**src/rtl/ysyx_22040895_ifu_fq.sv**
```systemverilog
// ---------------------------------------------------------------------------
// ysyx_22040895_ifu_fq
//   Instruction fetch unit with an in-order fetch queue. It owns the fetch PC,
//   issues pipelined valid/ready requests to instruction memory (at most
//   MAX_OUTST in flight), buffers in-order responses as {pc, inst} pairs in a
//   FETCH_DEPTH-entry queue, and hands the queue head to the decoder over a
//   valid/ready handshake. A redirect flushes the queue and squashes every
//   response still in flight.
//
// Ports
//   clk, rst                 clock, asynchronous active-low reset
//   pcsel_i, dnpc_i          one-cycle redirect strobe and target (bits [1:0] ignored)
//   req_valid_o/ready_i      memory request handshake, req_addr_o = fetch PC
//   resp_valid_i, resp_inst_i in-order memory response (always consumed)
//   inst_valid_o/ready_i     queue head handshake to the decoder
//   inst_o, pc_o             queue head instruction and PC
//   ce_o                     fetch enable, low in reset and the first cycle after
// ---------------------------------------------------------------------------

// Protocol checks kept apart from the datapath.
module ysyx_22040895_ifu_fq_chk #(
    parameter int OUT_W       = 2,
    parameter int CNT_W       = 3,
    parameter int FETCH_DEPTH = 4
) (
    input  logic             clk,
    input  logic             rst,
    input  logic             resp_valid,
    input  logic [OUT_W-1:0] outst,
    input  logic [CNT_W-1:0] count
);

    resp_no_outst_a: assert property (@(posedge clk) disable iff (!rst)
        resp_valid |-> (outst != {OUT_W{1'b0}}));

    count_bound_a: assert property (@(posedge clk) disable iff (!rst)
        (32'(count) <= 32'(FETCH_DEPTH)));

endmodule

module ysyx_22040895_ifu_fq #(
    parameter int                ADDR_W      = 64,
    parameter int                INST_W      = 32,
    parameter int                FETCH_DEPTH = 4,
    parameter int                MAX_OUTST   = 2,
    parameter logic [ADDR_W-1:0] RESET_PC    = ADDR_W'(32'h8000_0000)
) (
    input  logic              clk,
    input  logic              rst,
    input  logic              pcsel_i,
    input  logic [ADDR_W-1:0] dnpc_i,
    output logic              req_valid_o,
    input  logic              req_ready_i,
    output logic [ADDR_W-1:0] req_addr_o,
    input  logic              resp_valid_i,
    input  logic [INST_W-1:0] resp_inst_i,
    output logic              inst_valid_o,
    input  logic              inst_ready_i,
    output logic [INST_W-1:0] inst_o,
    output logic [ADDR_W-1:0] pc_o,
    output logic              ce_o
);

    localparam int OUT_W = $clog2(MAX_OUTST + 1);
    localparam int PTR_W = $clog2(FETCH_DEPTH);
    localparam int CNT_W = $clog2(FETCH_DEPTH + 1);

    // Registered state
    logic              ce_r;
    logic [ADDR_W-1:0] fetch_pc_r;
    logic [ADDR_W-1:0] resp_pc_r;
    logic [PTR_W-1:0]  head_r;
    logic [PTR_W-1:0]  tail_r;
    logic [CNT_W-1:0]  count_r;
    logic [OUT_W-1:0]  outst_r;
    logic [OUT_W-1:0]  drop_r;
    logic [ADDR_W-1:0] q_pc_r   [FETCH_DEPTH];
    logic [INST_W-1:0] q_inst_r [FETCH_DEPTH];

    // Next-state and handshake signals
    logic              req_hs_s;
    logic              pop_s;
    logic              push_s;
    logic              wr_en_s;
    logic              credit_s;
    logic [ADDR_W-1:0] target_s;
    logic [ADDR_W-1:0] fetch_pc_n_s;
    logic [ADDR_W-1:0] resp_pc_n_s;
    logic [PTR_W-1:0]  head_n_s;
    logic [PTR_W-1:0]  tail_n_s;
    logic [CNT_W-1:0]  count_n_s;
    logic [OUT_W-1:0]  outst_n_s;
    logic [OUT_W-1:0]  drop_n_s;

    // A request is only issued when the response is guaranteed a queue slot:
    // every in-flight request plus every buffered entry must fit in the queue.
    assign credit_s = (32'(outst_r) < 32'(MAX_OUTST)) &&
                      ((32'(outst_r) + 32'(count_r)) < 32'(FETCH_DEPTH));

    assign req_valid_o  = ce_r & credit_s;
    assign req_addr_o   = fetch_pc_r;
    assign ce_o         = ce_r;
    assign inst_valid_o = (count_r != {CNT_W{1'b0}});
    // Head fields come straight from the queue flops; the head slot is never
    // rewritten while it is still waiting to be popped.
    assign inst_o       = q_inst_r[head_r];
    assign pc_o         = q_pc_r[head_r];

    assign req_hs_s = req_valid_o & req_ready_i;
    assign pop_s    = inst_valid_o & inst_ready_i;
    assign push_s   = resp_valid_i & (drop_r == {OUT_W{1'b0}});
    assign wr_en_s  = push_s & ~pcsel_i;
    assign target_s = {dnpc_i[ADDR_W-1:2], 2'b00};

    // Next-state for PCs, queue pointers and the outstanding/drop counters.
    always_comb begin
        fetch_pc_n_s = fetch_pc_r;
        resp_pc_n_s  = resp_pc_r;
        head_n_s     = head_r;
        tail_n_s     = tail_r;
        count_n_s    = count_r;
        drop_n_s     = drop_r;
        // Requests issued minus responses returned, redirect or not.
        outst_n_s    = outst_r + OUT_W'(req_hs_s) - OUT_W'(resp_valid_i);

        if (pcsel_i) begin
            // Everything still in flight after this cycle (including a request
            // accepted right now) belongs to the old path and is squashed.
            fetch_pc_n_s = target_s;
            resp_pc_n_s  = target_s;
            head_n_s     = {PTR_W{1'b0}};
            tail_n_s     = {PTR_W{1'b0}};
            count_n_s    = {CNT_W{1'b0}};
            drop_n_s     = outst_n_s;
        end else begin
            if (req_hs_s) begin
                fetch_pc_n_s = fetch_pc_r + ADDR_W'(3'd4);
            end else begin
                fetch_pc_n_s = fetch_pc_r;
            end

            if (resp_valid_i) begin
                if (drop_r != {OUT_W{1'b0}}) begin
                    drop_n_s = drop_r - OUT_W'(1'b1);
                end else begin
                    resp_pc_n_s = resp_pc_r + ADDR_W'(3'd4);
                    tail_n_s    = tail_r + PTR_W'(1'b1);
                end
            end else begin
                drop_n_s = drop_r;
            end

            if (pop_s) begin
                head_n_s = head_r + PTR_W'(1'b1);
            end else begin
                head_n_s = head_r;
            end

            count_n_s = count_r + CNT_W'(push_s) - CNT_W'(pop_s);
        end
    end

    // Control state registers.
    always_ff @(posedge clk or negedge rst) begin
        if (!rst) begin
            ce_r       <= 1'b0;
            fetch_pc_r <= RESET_PC;
            resp_pc_r  <= RESET_PC;
            head_r     <= {PTR_W{1'b0}};
            tail_r     <= {PTR_W{1'b0}};
            count_r    <= {CNT_W{1'b0}};
            outst_r    <= {OUT_W{1'b0}};
            drop_r     <= {OUT_W{1'b0}};
        end else begin
            ce_r       <= 1'b1;
            fetch_pc_r <= fetch_pc_n_s;
            resp_pc_r  <= resp_pc_n_s;
            head_r     <= head_n_s;
            tail_r     <= tail_n_s;
            count_r    <= count_n_s;
            outst_r    <= outst_n_s;
            drop_r     <= drop_n_s;
        end
    end

    // Queue storage: write the accepted response at the tail.
    always_ff @(posedge clk or negedge rst) begin
        if (!rst) begin
            q_pc_r   <= '{default: {ADDR_W{1'b0}}};
            q_inst_r <= '{default: {INST_W{1'b0}}};
        end else if (wr_en_s) begin
            q_pc_r[tail_r]   <= resp_pc_r;
            q_inst_r[tail_r] <= resp_inst_i;
        end
    end

    ysyx_22040895_ifu_fq_chk #(
        .OUT_W       (OUT_W),
        .CNT_W       (CNT_W),
        .FETCH_DEPTH (FETCH_DEPTH)
    ) u_chk (
        .clk        (clk),
        .rst        (rst),
        .resp_valid (resp_valid_i),
        .outst      (outst_r),
        .count      (count_r)
    );

endmodule
```
**config.mk**
```make
export PLATFORM = sky130hd
export DESIGN_NAME = ysyx_22040895_ifu_fq
export DESIGN_NICKNAME = d
export VERILOG_FILES = /design/src/rtl/ysyx_22040895_ifu_fq.sv
export SDC_FILE = /design/constraint.sdc
export NUM_CORES = 1
export LEC_CHECK = 0
export CORE_UTILIZATION = 50
export CTS_CLUSTER_DIAMETER = 50
export DETAILED_ROUTE_END_ITERATION = 8
export PLACE_DENSITY_LB_ADDON = 0.2
export SLEW_MARGIN = 10
export SYNTH_ARGS = -nofsm -noshare
export SYNTH_HDL_FRONTEND = slang
export SYNTH_SLANG_ARGS = --single-unit
```
**constraint.sdc**
```tcl
create_clock -name clk -period 7 [get_ports clk]
set_input_delay 1.05 -clock clk [delete_from_list [all_inputs] [get_ports clk]]
set_output_delay 1.05 -clock clk [all_outputs]
set_load 0.005 [all_outputs]
```
==> results of run 1 <==
-- path summary, 6_finish.rpt --
kind | from | end | slack, ns | cells past startpoint
setup / recovery | head_r[1] | pc_o[43] | 2.61 | 3
hold / removal | q_pc_r[55] | q_pc_r[55] | 0.48 | 2
setup reg to reg | req_addr_o[25] | req_addr_o[44] | 3.59 | 5
hold reg to reg | q_pc_r[55] | q_pc_r[55] | 0.48 | 2
max in group asynchronous | rst | q_pc_r[74] | 4.87 | 2
min in group asynchronous | rst | q_pc_r[168] | 0.51 | 1
-- routing by layer --
layer  up-vias  track usage (%)
met2       436            40.64
met3       126            4.166
met1      8539            35.63
met4         0            10.15
met5         -                0
li1       7271                -
-- stage by stage --
| step | hold slack (ns) | worst slack, ns | total power (W) |
|---|---|---|---|
| 3_5_place_dp | 0.4694 | 2.684 | 0.007546 |
| 5_1_grt | 0.4968 | 2.406 | 0.01105 |
| 3_3_place_gp | 0.4564 | 2.738 | 0.007419 |
| 2_1_floorplan | 0.4446 | 3.897 | 0.005956 |
| 6_report | 0.4761 | 2.611 | 0.01054 |
| 4_1_cts | 0.4829 | 2.446 | 0.01065 |
-- layout by cell type (no fill, tap or decap), drive strengths merged, types with 22 or more instances in the layout --
master / n
nand4: 41
mux4: 94
nor2: 61
inv: 27
a31oi: 24
and4: 28
clkbuf: 80
or3: 22
nand2: 77
o21ai: 39
xor2: 29
dfrtp: 510
and3: 27
nand3: 51
mux2: 403
nor3: 45
xnor2: 37
nor4: 41
a211oi: 26
clkdlybuf4s50: 256
-- cell type report --
type / instances / area (um^2)
fill: 3785 / 18610
sequential: 512 / 12820
multi-input combinational: 1168 / 10870
timing repair buffer: 277 / 2763
clock buffer: 80 / 1635
tap: 615 / 769.5
clock inverter: 17 / 280.3
inverter: 24 / 92.59
antenna: 1 / 2.502
-- power groups by stage --
stage | Clock [W] | Combinational (W) | Sequential [W]
floorplan | 0 | 0.00190 | 0.00406
global placement | 0 | 0.00313 | 0.00429
detailed placement | 0 | 0.00319 | 0.00436
CTS | 0.00313 | 0.00321 | 0.00431
global route | 0.00324 | 0.00338 | 0.00442
finish | 0.00307 | 0.00316 | 0.00431
-- cell families (layout without fill, tap and decap cells) --
logic type | Yosys count | count (layout) | share of synthesized area (%)
multiplexers | 499 | 499 | 27.52
adder cells (fa/ha/maj) | 13 | 13 | 0.7015
AO/OA/AOI/OAI | 145 | 145 | 3.992
XOR/XNOR | 66 | 66 | 2.383
other | 2 | 6 | 0.03096
flip-flops | 512 | 512 | 52.83
AND/OR/NAND/NOR | 440 | 440 | 9.986
buffers and inverters | 159 | 398 | 2.558
-- tightest hold or removal path, stage by stage, from the launching register on --
cell and delay, ns:
dfrtp_1 0.33, nand2_1 0.04, o21ai_0 0.06
-- state kept, by name, indices dropped and copies added, names as in the netlist --
signal and cells:
tail_r 2, q_pc_r 248, count_r 3, drop_r 2, resp_pc_r 62, outst_r 2
head_r 2, req_addr_o 62, q_inst_r 128, ce_o 1
==> results by group, run 1 <==
Synth
  – Synth area leader: dfrtp_1
  – Leading cell types by total area after synthesis: dfrtp_1 53%, mux2_2 19%, mux4_2 8.7%
  – Primary FF master, synth: dfrtp_1
  – Synth Warn #: 0
  – Async SR Flop Fraction: 100.0%
  – Synth top area share: 52.61%
  – Top-count cell post-synth: dfrtp_1
  – Most common library cells after synthesis: 510 x dfrtp_1, 403 x mux2_2, 104 x clkbuf_1
  – EDFF count, synth: 0
  – Distinct cells, synth: 53
  – Sequential share of the synthesized area: 52.83%
  – FF+latch count, synth: 512
  – Syn_area_per_cell: 13.21 um^2
  – Area of the mapped netlist: 24260 um^2
  – Gate Count Post-Synth: 1836

Routing
  – Initial drt markers: 1118
  – M1 wire length: 27150 um
  – Wire per inst: 23.15 um
  – DRC Markers: 0
  – DR top layer: met4
  – Metal3 WL: 3106 um
  – Via density: 6.077
  – ANT nets after route: 0
  – Final WL: 62370 um
  – DR pass1 iterations: 5
  – Via count: 16370
  – Met2 WL: 29820 um

Setup path
  – Crit path arrival time: 3.34 ns
  – Critical Setup Path Class: reg -> out
  – WP buf/inv: 2
  – CP max FO: 66
  – Worst endpoint required time: 5.95 ns
  – Top Family by Delay on Critical Path: flip-flops
  – Startpoint types: flip-flop
  – Setup crit end kind: output port
  – Slowest stage delay, CP: 1.18 ns
  – Crit-path slowest cell: dfrtp_4
  – Crit path cell chain: buf_4 > mux4_2 > clkdlybuf4s50_1

Placement
  – IO buf count: 258
  – Final Wtd Congestion: 0.8555
  – Detailed-placement wirelength estimate: 41360 um
  – Placed insts: 2596
  – Post-Place Cell Area: 27320 um^2

Timing
  – Clock Skew: 0.02503 ns
  – FMAX: 227.8 MHz
  – Unrepaired setup endpoints after global routing: false
  – Slew Limit Fails: 0
  – Setup violations, final: 0
  – Period minus WS final: 4.389 ns
  – Hold Vio Cnt, Final: 0
  – Setup TNS Final: 0 ns
  – Tcrit/Tclk final: 62.70%
  – Worst-Margin Slew: 1.145 ns
  – Worst slew margin: 23.67%

Power
  – Power share of the clock group: 29.1%
  – Reg power frac: 40.9%
  – Sw power: 0.002877 W
  – Power Density: 360.5 nW/um^2
  – Comb power frac: 30.0%
  – Internal: 0.007661 W
  – Peak VDD IR: 0.0002839 V
  – Switching part of the total: 27.30%
  – Leak: 12.53 nW

Flow run
  – Max_cap viols: 0

Global routing
  – Gr usage total: 25.69%
  – Largest net degree at the start of global routing: 142
  – Global-route wire length before repair: 98610 um
  – Initial antenna violation count: 1
  – Remaining Overflow, GRT: 0
  – Vias in the first global route: 16760

Floorplanning
  – Die height: 222.3 um
  – Die X: 222.3 um
  – Core Area: 47850 um^2
  – Initial Utilization: 50.70%
  – Row cnt: 80
  – Die area: 49400 um^2
  – Top Ports: 265

Finish
  – Nets: 2155
  – Non-Filler Instances: 2694
  – Final instance area: 29230 um^2
  – Final Util: 61.10%
  – Share of cells above drive strength 1: 29.88%
  – Syn-to-layout area delta: 20.52%

Clock network
  – Clk slew on worst S/H paths: 0.06 ns
  – Clock sink count: 512
  – Clk root buf: clkbuf_16
  – Post-CTS setup buffers: 0
  – CTS tree: done
  – Clock latency on the worst-skew pair: 0.61 ns
  – Number of CTS-inserted buffers: 57
  – H-tree levels: 2
  – Post-CTS Hold Buffers: 0
  – Max clock buf depth: 3
  – CTS resizes: 0

Status
  – Status: complete, no violations

Min path
  – Worst Hold Class: reg -> reg
Power figures use the tool's default switching activity.
==> run 2: changes to the inputs <==
clock period = 4.2 ns   (was 7 ns; I/O delays follow)
==> results by group, run 2 (synthesized netlist as in run 1, its figures left out) <==
Status
  – Status: complete, no violations

Clock network
  – Number of CTS-inserted buffers: 57
  – Max clock buf depth: 3
  – CTS resizes: 0
  – Post-CTS Hold Buffers: 0
  – Clk root buf: clkbuf_16
  – Clock latency on the worst-skew pair: 0.61 ns
  – Post-CTS setup buffers: 0
  – Clk slew on worst S/H paths: 0.06 ns
  – H-tree levels: 2
  – Clock sink count: 512
  – CTS tree: done

Setup path
  – Worst r2r src: count_r[1]
  – Startpoint types: flip-flop
  – Critical Setup Path Class: reg -> out
  – Worst endpoint required time: 3.57 ns
  – Reg2Reg Depth: 7
  – Worst setup startpoint: head_r[0]
  – Setup crit end kind: output port
  – Reg-to-reg endpoint: req_addr_o[25]
  – Crit path arrival time: 2.83 ns
  – CP max FO: 42
  – Setup slack, reg-to-reg: 1.09 ns

Flow run
  – Max_cap viols: 0

Min path
  – Worst Hold Class: in -> async

Routing
  – Wire per inst: 22.89 um
  – DR pass1 iterations: 5
  – DRC Markers: 0
  – Via density: 6.024
  – Initial drt markers: 1218
  – Via count: 16370
  – Final WL: 62200 um
  – ANT nets after route: 0

Finish
  – Nets: 2170
  – Max FFs per register: 248
  – Final Util: 61.62%
  – Non-Filler Instances: 2717
  – Final instance area: 29480 um^2
  – Most frequent cells in the layout: 508 x dfrtp_1, 403 x mux2_2, 256 x clkdlybuf4s50_1
  – Biggest register: q_pc_r
  – Most common cell after layout, fill and taps aside: dfrtp_1
  – Syn-to-layout area delta: 21.54%
  – Share of cells above drive strength 1: 30.65%
  – Top Registers: q_pc_r x248, q_inst_r x128
  – Filler Cell Count: 3706

Power
  – Leak: 12.65 nW
  – Peak VDD IR: 0.0004156 V
  – Power Density: 599.9 nW/um^2

Floorplanning
  – Top Ports: 265
  – Initial Utilization: 50.70%
  – Die height: 222.3 um
  – Die area: 49400 um^2
  – Die X: 222.3 um
  – Row cnt: 80
  – Core Area: 47850 um^2

Timing
  – Clock Skew: 0.01519 ns
  – Worst hold slack: 0.02328 ns
  – Period minus WS final: 3.464 ns
  – Worst-Margin Slew: 0.9954 ns
  – Hold Vio Cnt, Final: 0
  – Setup TNS Final: 0 ns
  – Slew Limit Fails: 0
  – Unrepaired setup endpoints after global routing: false
  – Tcrit/Tclk final: 82.47%
  – Setup violations, final: 0
  – Worst slew margin: 33.13%
  – FMAX: 288.7 MHz

Placement
  – Post-Place Cell Area: 27500 um^2
  – Detailed-placement wirelength estimate: 41360 um
  – Final Wtd Congestion: 0.8441
  – Placed insts: 2611
  – IO buf count: 258

Global routing
  – Global-route wire length before repair: 98390 um
  – Gr usage total: 25.64%
  – Largest net degree at the start of global routing: 127
  – Vias in the first global route: 16800
  – Initial antenna violation count: 1
  – Remaining Overflow, GRT: 0
==> run 2: cell types whose count changed in the layout (fill, tap and decap cells not counted), sizes merged <==
cell,previous run,this run
buf,21,36
bufinv,7,6
clkbuf,80,84
clkinv,5,8
clkinvlp,2,4
==> run 2: power breakdown <==
group	internal [W]	switching (W)
logic	0.00346	0.00194
registers	0.00622	0.000876
clock network	0.00315	0.00204
==> run 2: critical path, stage by stage, from the launching register on <==
cell,delay (ns)
dfrtp_4,0.73
buf_12,0.39
mux4_2,0.55
clkdlybuf4s50_1,0.52
==> run 2: worst max path at each step <==
stage	to	slack, ns
2_1_floorplan	pc_o[25]	1.52
3_3_place_gp	q_pc_r[172]	1.11
3_5_place_dp	q_pc_r[177]	1.06
4_1_cts	inst_o[21]	0.63
5_1_grt	inst_o[21]	0.57
6_report	pc_o[4]	0.74
==> run 2: layout make-up <==
cell class / count / area [um^2] / share of cell area [%]
well taps: 615 / 769.5 / 2.610
clock buffers: 84 / 1690 / 5.734
repair buffers: 292 / 2950 / 10.01
diodes: 1 / 2.502 / 0.008488
clock inverters: 21 / 284.0 / 0.9634
multi-input cells: 1168 / 10870 / 36.87
flip-flops and latches: 512 / 12820 / 43.49
inverters: 24 / 92.59 / 0.3141
==> run 2: through the flow <==
stage                     setup slack [ns]  total power [W]
final                               0.7363          0.01769
after floorplan                      1.517         0.009927
after global placement               1.112          0.01240
after detailed placement             1.064          0.01262
after global routing                0.5666          0.01856
after CTS                           0.6266          0.01788
==> run 2: per-layer routing <==
metal	GRT usage (%)	up-vias	wire [um]
met1	35.11	8485	26980
met3	4.443	122	3327
met5	0	-	0
met4	11.54	0	2498
li1	-	7312	-
met2	40.20	447	29390
==> edit: new RTL, settings of run 1 <==
The parameter `INST_W` goes from 32 to 40.
--- a/src/rtl/ysyx_22040895_ifu_fq.sv
+++ b/src/rtl/ysyx_22040895_ifu_fq.sv
@@ -41,5 +41,5 @@
 module ysyx_22040895_ifu_fq #(
     parameter int                ADDR_W      = 64,
-    parameter int                INST_W      = 32,
+    parameter int                INST_W      = 40,
     parameter int                FETCH_DEPTH = 4,
     parameter int                MAX_OUTST   = 2,
Interface: changed (resized inst_o and resp_inst_i); port bits go from 265 to 281. No check against the original RTL was run, so the function may have changed too.
==> edit against run 1 <==
  * Global-route usage rose by 0.34 points
  * Sequential power rose by 5.1%
  * Count of clock-buffer cells in the layout rose by 7
  * Sequential cell count rose by 32
  * Cell area rose by 6.9%
  * Routed wire length rose by 7.7%
  * Setup slack improved by 0.011 ns
  * Critical path depth did not move
  * Total power rose by 8.4%
  * Area after synthesis rose by 6.2%
==> edit: results (changes against run 1) <==
| Metric | Value |
|---|---|
| Drt pass-1 iters | `7 (+2)` |
| Peak VDD IR | `0.2259 mV (-20%)` |
| Nonclk buf count | `294 (+6.1%)` |
| Met1 Resource Use GR | `0.3491 (-0.007177)` |
| CP arrival | `3.33 ns (about the same)` |
| Total track usage | `0.2604 (+0.003442)` |
| Leakage | `13.58 nW (+8.4%)` |
| DR iter-0 viols | `1070 (-4.3%)` |
| WL met3 | `4391 um (+41%)` |
| Clock transition at path regs | `0.06 ns (about the same)` |
| Status | `finished clean` |
| Reg area | `13620 um^2 (+6.2%)` |
| Delay-heaviest family, CP | `buffers and inverters` |
| Met2 routed WL | `32240 um (+8.1%)` |
| Port Buffers | `274 (+6.2%)` |
| Fin nets | `2300 (+6.7%)` |
| DPL Wire Length | `43850 um (+6.0%)` |
| XOR/XNOR share of the synthesized area | `0.02686 (+0.003026)` |
| M1 wire length | `28630 um (+5.5%)` |
| Clock-cell share of area | `0.06977 (+0.004245)` |
| Vias in the first global route | `18060 (+7.8%)` |
| CP max FO | `45 (-32%)` |
| Routability cong. | `0.8570 (+0.18%)` |
| Setup Skew | `0.01802 ns (-0.007005 ns)` |
| Worst-Margin Slew | `1.037 ns (-0.1080 ns)` |
| Multi-Input Combinational | `1240 (+6.2%)` |
| Seq Cell Count | `544 (+6.3%)` |
| Total number of vias | `17180 (+4.9%)` |
| Share of the yosys chip area belonging to registers | `0.5285 (about the same)` |
| Routing usage on met3 | `0.06810 (+0.02645)` |
| CTS buffer count | `67 (+18%)` |
| GRT met2 Usage | `0.4131 (+0.006657)` |
| Largest regs | `q_pc_r x248, q_inst_r x160` |
| Complex-gate fraction of the synthesized area | `0.03322 (-0.006705)` |
| Synth cell count leaders | `dfrtp_1, mux2_2, nand2_1, mux4_2, clkbuf_1` |
| Initial antenna violation count | `3 (+2)` |
| Multi-input gate area | `11560 um^2 (+6.4%)` |
| Global-route wire length before repair | `105100 um (+6.6%)` |
| Pin count of the biggest net entering global routing | `167 (+18%)` |
| Layout clock buffer count | `87 (+8.8%)` |
| Post-Synth Adder-Cell Area | `0.006605 (-0.0004102)` |
| H-tree depth | `3 (+1)` |
| Layout fillers | `3937 (+4.0%)` |
| Synth cell types | `60 (+13%)` |
| Slowest stage delay, CP | `0.85 ns (-0.33 ns)` |
| Post-Route WL | `67200 um (+7.7%)` |
| Mux cell area share after synthesis | `0.2823 (+0.007075)` |
| Crit-path slowest cell | `buf_4` |
| Non-clk invs | `30 (+25%)` |
| Highest metal used | `met5` |
| Synth top area cells | `dfrtp_1, mux2_2, mux4_2` |
edit: cell count changes after synthesis, moves of 12 or more:
cell | before | now
o21ai_0 | 39 | 58
mux2_2 | 403 | 428
and4_1 | 28 | 10
xnor2_1 | 37 | 51
nand2_1 | 77 | 116
a211oi_1 | 26 | 11
mux2i_1 | 2 | 14
nor3_1 | 44 | 26
dfrtp_1 | 510 | 542
nand4_1 | 41 | 59
edit: worst register-to-register path, stage by stage, from the launching register on:
cell and delay, ns:
dfrtp_1 0.35, inv_1 0.09, ha_1 0.23, nand2_1 0.23, nor2_1 0.60, nand2_4 0.67, buf_4 0.48, buf_4 0.33
mux2_2 0.41
edit: worst paths after layout:
check | cells past startpoint | from | endpoint | slack [ns]
hold reg to reg | 2 | q_pc_r[99] | q_pc_r[99] | 0.48
hold / removal | 2 | q_pc_r[99] | q_pc_r[99] | 0.48
setup reg to reg | 8 | drop_r[0] | q_inst_r[1] | 3.48
setup / recovery | 3 | head_r[0] | pc_o[10] | 2.62
max in group asynchronous | 2 | rst | req_addr_o[11] | 4.99
min in group asynchronous | 1 | rst | q_inst_r[146] | 0.54
edit: power breakdown:
group	internal, W	switching (W)
clock	0.00208	0.00136
combinational	0.00220	0.00126
sequential	0.00398	0.000553
total	0.00825	0.00318
edit: cell families (layout without fill, tap and decap cells):
logic type	count (synthesis)	count (layout)
adder cells (fa/ha/maj)	13	13
multiplexers	545	545
XOR/XNOR	79	79
AO/OA/AOI/OAI	135	135
flip-flops	544	544
buffers and inverters	158	438
AND/OR/NAND/NOR	463	463
other	2	6
edit: stage by stage:
stage	instances	instance area [um^2]	setup WS, ns
final	2895	31260	2.622
after global routing	2894	31260	2.350
after CTS	2894	31260	2.483
after detailed placement	2780	29070	2.473
after global placement	2780	29070	2.548
after floorplan	1942	25770	3.980
